$ cat src/rtl/io_responder.sv
// io_responder: syscall responder that turns controller runio requests into stream reads/writes or a halt.
// Latency: READ/WRITE finish 2 cycles after runio if the partner is ready; unknown (and CYCLES) 1 cycle; HALT never.
// Backpressure: valid/ready on both streams; waits in READ_WAIT/WRITE_WAIT indefinitely with iobusy held high.
//
// Ports:
//   clock, reset      rising-edge clock, asynchronous active-low reset
//   runio             request from controller, held until iobusy is seen low
//   acc_in, dr_in     syscall number and argument, sampled when the request starts
//   iobusy            combinational busy back to the controller
//   io_result         registered result word for the ACC I/O mux
//   in_valid/in_ready/in_data     input word stream (READ)
//   out_valid/out_ready/out_data  output word stream (WRITE)
//   halted            sticky halt flag
//   bad_call          one-cycle pulse on an unknown syscall number
//
// Optional feature: define IO_RESPONDER_CYCLES_EN to add a free-running cycle
// counter and syscall 3 (CYCLES), which returns the counter value sampled at
// request start. Without it, code 3 is an unknown call.

module io_responder #(
   parameter int WIDTH = 16
) (
   input  logic             clock,
   input  logic             reset,
   input  logic             runio,
   input  logic [WIDTH-1:0] acc_in,
   input  logic [WIDTH-1:0] dr_in,
   output logic             iobusy,
   output logic [WIDTH-1:0] io_result,
   input  logic             in_valid,
   output logic             in_ready,
   input  logic [WIDTH-1:0] in_data,
   output logic             out_valid,
   input  logic             out_ready,
   output logic [WIDTH-1:0] out_data,
   output logic             halted,
   output logic             bad_call
);

   localparam logic [WIDTH-1:0] CALL_HALT   = WIDTH'(0);
   localparam logic [WIDTH-1:0] CALL_READ   = WIDTH'(1);
   localparam logic [WIDTH-1:0] CALL_WRITE  = WIDTH'(2);
`ifdef IO_RESPONDER_CYCLES_EN
   localparam logic [WIDTH-1:0] CALL_CYCLES = WIDTH'(3);
`endif

   typedef enum logic [2:0] {
      S_IDLE       = 3'd0,
      S_READ_WAIT  = 3'd1,
      S_WRITE_WAIT = 3'd2,
      S_DONE       = 3'd3,
      S_HALT       = 3'd4
   } state_e;

   state_e           state_q;
   logic [WIDTH-1:0] io_result_q;
   logic [WIDTH-1:0] out_data_q;
   logic             out_valid_q;
   logic             in_ready_q;
   logic             halted_q;
   logic             bad_call_q;

`ifdef IO_RESPONDER_CYCLES_EN
   // Free-running counter; wraps naturally at 2^WIDTH.
   logic [WIDTH-1:0] cnt_q;
   logic [WIDTH-1:0] cnt_d;

   assign cnt_d = cnt_q + WIDTH'(1);

   always_ff @(posedge clock or negedge reset) begin
      if (!reset) begin
         cnt_q <= '0;
      end else begin
         cnt_q <= cnt_d;
      end
   end
`endif

   // Busy is combinational so the controller sees it in the very first cycle
   // runio is high. HALT keeps it high regardless of runio.
   assign iobusy = (runio && (state_q != S_DONE)) || (state_q == S_HALT);

   assign io_result = io_result_q;
   assign out_data  = out_data_q;
   assign out_valid = out_valid_q;
   assign in_ready  = in_ready_q;
   assign halted    = halted_q;
   assign bad_call  = bad_call_q;

   always_ff @(posedge clock or negedge reset) begin
      if (!reset) begin
         state_q     <= S_IDLE;
         io_result_q <= '0;
         out_data_q  <= '0;
         out_valid_q <= 1'b0;
         in_ready_q  <= 1'b0;
         halted_q    <= 1'b0;
         bad_call_q  <= 1'b0;
      end else begin
         // bad_call is a single-cycle pulse; only the IDLE decode re-arms it.
         bad_call_q <= 1'b0;

         case (state_q)
            S_IDLE: begin
               if (runio) begin
                  if (acc_in == CALL_HALT) begin
                     state_q  <= S_HALT;
                     halted_q <= 1'b1;
                  end else if (acc_in == CALL_READ) begin
                     state_q    <= S_READ_WAIT;
                     in_ready_q <= 1'b1;
                  end else if (acc_in == CALL_WRITE) begin
                     // Argument is captured here and held stable for the whole wait.
                     state_q     <= S_WRITE_WAIT;
                     out_valid_q <= 1'b1;
                     out_data_q  <= dr_in;
`ifdef IO_RESPONDER_CYCLES_EN
                  end else if (acc_in == CALL_CYCLES) begin
                     state_q     <= S_DONE;
                     io_result_q <= cnt_q;
`endif
                  end else begin
                     state_q    <= S_DONE;
                     bad_call_q <= 1'b1;
                  end
               end
            end

            S_READ_WAIT: begin
               if (in_valid && in_ready_q) begin
                  io_result_q <= in_data;
                  in_ready_q  <= 1'b0;
                  state_q     <= S_DONE;
               end
            end

            S_WRITE_WAIT: begin
               if (out_valid_q && out_ready) begin
                  out_valid_q <= 1'b0;
                  state_q     <= S_DONE;
               end
            end

            S_DONE: begin
               // Stay here until the controller drops runio, so one request
               // can never be taken twice.
               if (!runio) begin
                  state_q <= S_IDLE;
               end
            end

            S_HALT: begin
               state_q <= S_HALT;
            end

            default: begin
               state_q     <= S_IDLE;
               in_ready_q  <= 1'b0;
               out_valid_q <= 1'b0;
            end
         endcase
      end
   end

endmodule
$ cat config.mk
export PLATFORM = sky130hd
export DESIGN_NAME = io_responder
export DESIGN_NICKNAME = d
export VERILOG_FILES = /design/src/rtl/io_responder.sv
export SDC_FILE = /design/constraint.sdc
export NUM_CORES = 1
export LEC_CHECK = 0
export BUFFER_PORTS_ARGS = -buffer_cell sky130_fd_sc_hd__buf_2
export CAP_MARGIN = 20
export CORE_ASPECT_RATIO = 1.25
export CORE_MARGIN = 4
export CORE_UTILIZATION = 43
export DETAILED_ROUTE_END_ITERATION = 7
export PLACE_DENSITY_LB_ADDON = 0.25
export SKIP_CTS_REPAIR_TIMING = 1
export SYNTH_ARGS = -nofsm -noshare
export SYNTH_HDL_FRONTEND = slang
export SYNTH_SLANG_ARGS = --single-unit
export TNS_END_PERCENT = 30
$ cat constraint.sdc
create_clock -name clock -period 3 [get_ports clock]
set_input_delay 0.15 -clock clock [delete_from_list [all_inputs] [get_ports clock]]
set_output_delay 0.15 -clock clock [all_outputs]
set_load 0.03 [all_outputs]
==> metrics.csv <==
stage,metric,value,unit
status,status,"finished, violations left",
status,violations,negative hold slack,
grt,grt_start_max_net_pins,40,
logic_synthesis,synth_cells,118,
logic_synthesis,yosys.cell_count.top_type,dfrtp_1,
finish,drive_gt1_share,62.9,%
logic_synthesis,muxShareOfSynthArea,22.2,%
timing,maxSlewHeadroom,43.5,%
finish,insertedDiodeCount,0,
placed_design,pre_cts_ws,0.906,ns
critical_path,end_kind,flip-flop,
timing,tightestPinTransition,0.848,ns
grt,gr-usage-all-layers,16.2,%
drt,wl,3680,um
timing,max_clock_freq,477,MHz
placed_design,gp_congestion,0.817,
logic_synthesis,yosysTopAreaCell,dfrtp_1,
timing,timing.final.crit_period,2.10,ns
timing,layout_setup_ws,0.905,ns
critical_path,crit_cells,5,
finish,syn2layout_area_growth,35.5,%
grt,antenna_found_initial,0,
critical_path,start_kind,flip-flop,
drt,drtAntennaViolNets,0,
logic_synthesis,ys_seq_elements,39,
timing,min_period_over_period,69.8,%
clock_network,clockBufferDepth,2,
finish,fin_area,2200,sq um
placed_design,placed_area,2110,sq um
die,die_h,76.7,um
power_and_ir_drop,ir_drop,271,uV
drt,wl_met1,1310,um
placed_design,hpwl,2930,um
drt,top_layer,met4,
critical_path,path_class,reg2reg,
timing,hold_viol_final,39,
grt,grt_pass1_wl,6310,um
critical_path,worstPathCellList,or4b_4 -> nor2_2 -> nor4b_4 -> buf_4 -> mux2_2,
timing,skew,0.00390,ns
timing,setup_viol,0,
critical_path,arrival,2.26,ns
power_and_ir_drop,p_leak,0.00130,uW
critical_path,slowest_stage,or4b_4,
logic_synthesis,yosys_warnings,0,
logic_synthesis,synth_area,1620,sq um
timing,setup-tns-final,0,ns
die,ios,90,
clock_network,clkLatencyLatePin,0.28,ns
finish,final_util,61.6,%
clock_network,cts.root.buffer_cell,clkbuf_8,
timing,hold_ws,-0.0263,ns
logic_synthesis,synth.top_cells.by_count,"dfrtp_1 (39), mux2_2 (32), nor2_1 (6)",
die,initial_core_util,45.4,%
finish,num-nets-final,266,
clock_network,numCtsBuffers,5,
logic_synthesis,async_reset_ff_share,100,%
logic_synthesis,synth_top_area_share,60.1,%
logic_synthesis,syn_avg_cell_area,13.8,sq um
logic_synthesis,yosysSeqAreaShare,60.1,%
drt,wl_met3,399,um
drt,drc_errors,0,
clock_network,htree_num_levels,2,
logic_synthesis,ys.flop_type,dfrtp_1,
drt,wl_met2,1940,um
logic_synthesis,synthXorXnorAreaFrac,0,%
drt,first_pass_iters,4,
die,fp.dieW,62.9,um
power_and_ir_drop,power_density,418,nW/um^2
logic_synthesis,synth_cell_types,26,
logic_synthesis,synth_nets,171,
logic_synthesis,yosys.area_share.simple,10.1,%
logic_synthesis,synth-edff-count,0,
critical_path,worstPathRequired,3.16,ns
worst_hold_path,hp-class,in2async,
critical_path,r2r_cells,5,
die,coreArea,3570,sq um
logic_synthesis,synth_adder_area_share,0,%
placed_design,io_buffer_count,89,
grt,overflow,0,
timing,slew_viol_final,0,
critical_path,crit_family,simple AND/OR/NAND/NOR gates,
clock_network,clkSinkCount,39,
logic_synthesis,synth_compound_area_share,5.40,%
clock_network,tritoncts,done,
die,rows,24,
drt,drtIter0Drc,63,
critical_path,path_buf_inv,1,
die,dieArea,4830,sq um
logic_synthesis,synth_area_leaders,"dfrtp_1 (60%), mux2_2 (22%), a21oi_1 (1.5%), nor4_1 (1.5%), nor4b_4 (1.5%)",
job,cap_violations,0,
power_and_ir_drop,power,920,uW
drt,vias_per_cell,5.19,
critical_path,cpPeakStageDelay,0.58,ns
logic_synthesis,synth_top_family_by_area,multiplexers,
timing,rsz0062_at_grt,no,
clock_network,clkTransAtPathRegs,0.07,ns
drt,vias,1309,
critical_path,path_max_fanout,17,
drt,wire_per_inst,14.6,um
grt,grt_pass1_vias,1410,
-- flip-flops by register name, summed over array words and instances, names as in the netlist --
| name | flops |
|---|---|
| io_result | 16 |
| in_ready | 1 |
| out_valid | 1 |
| halted | 1 |
| state_q | 3 |
| bad_call | 1 |
| out_data | 16 |
-- final timing paths --
| kind | from | end | slack, ns |
|---|---|---|---|
| setup / recovery | state_q[1] | out_data[4] | 0.90 |
| hold / removal | reset | out_data[5] | -0.03 |
| setup reg to reg | state_q[1] | out_data[4] | 0.90 |
| hold reg to reg | halted | halted | 0.46 |
| max in group asynchronous | reset | io_result[0] | 2.49 |
| min in group clock | in_data[8] | io_result[8] | 0.09 |
-- layout by cell type (no fill, tap or decap) --
cell type,instances
clkinv_2,1
nor2_2,1
or4_1,1
nand2_1,4
nor3_1,2
nor4_1,4
mux2_2,32
nor3_2,1
buf_2,89
and2_1,1
nor4b_4,1
inv_1,4
o22ai_1,1
a211oi_1,1
o21ai_0,3
dfrtp_1,39
buf_4,2
a41o_1,1
a21o_1,1
a22oi_1,1
nand2b_1,3
a2bb2oi_1,1
or4b_4,1
nand3_1,1
a21oi_1,5
nor2_1,6
clkbuf_8,6
-- layout make-up --
cell class	count	area [sq um]
multi-input combinational	72	612
clock inverter	1	5.00
inverter	4	15.0
timing repair buffer	91	460
clock buffer	6	82.6
fill	303	1370
tap	39	48.8
sequential	39	976
-- power by group --
group | total (uW) | internal, uW | switching (uW)
sequential | 526 | 526 | 0.00177
combinational | 51.7 | 26.5 | 25.2
clock | 343 | 180 | 163
total | 920 | 732 | 188
-- cells by family after synthesis --
group | Yosys count
compound gates | 14
buf+inv | 7
flops | 39
mux | 32
simple gates | 26
-- metal layers --
layer	GRT usage (%)	vias up
li1	-	613
met4	6.40	0
met5	0	-
met3	5.99	7
met1	17.3	619
met2	28.6	70
-- per-stage QoR --
| step | cells | hold slack, ns |
|---|---|---|
| 4_1_cts | 252 | 0.00145 |
| 3_5_place_dp | 245 | 0.315 |
| 6_report | 252 | -0.0263 |
| 2_1_floorplan | 118 | -0.146 |
| 5_1_grt | 252 | 0.0457 |
| 3_3_place_gp | 245 | 0.285 |
Power figures use the tool's default switching activity.
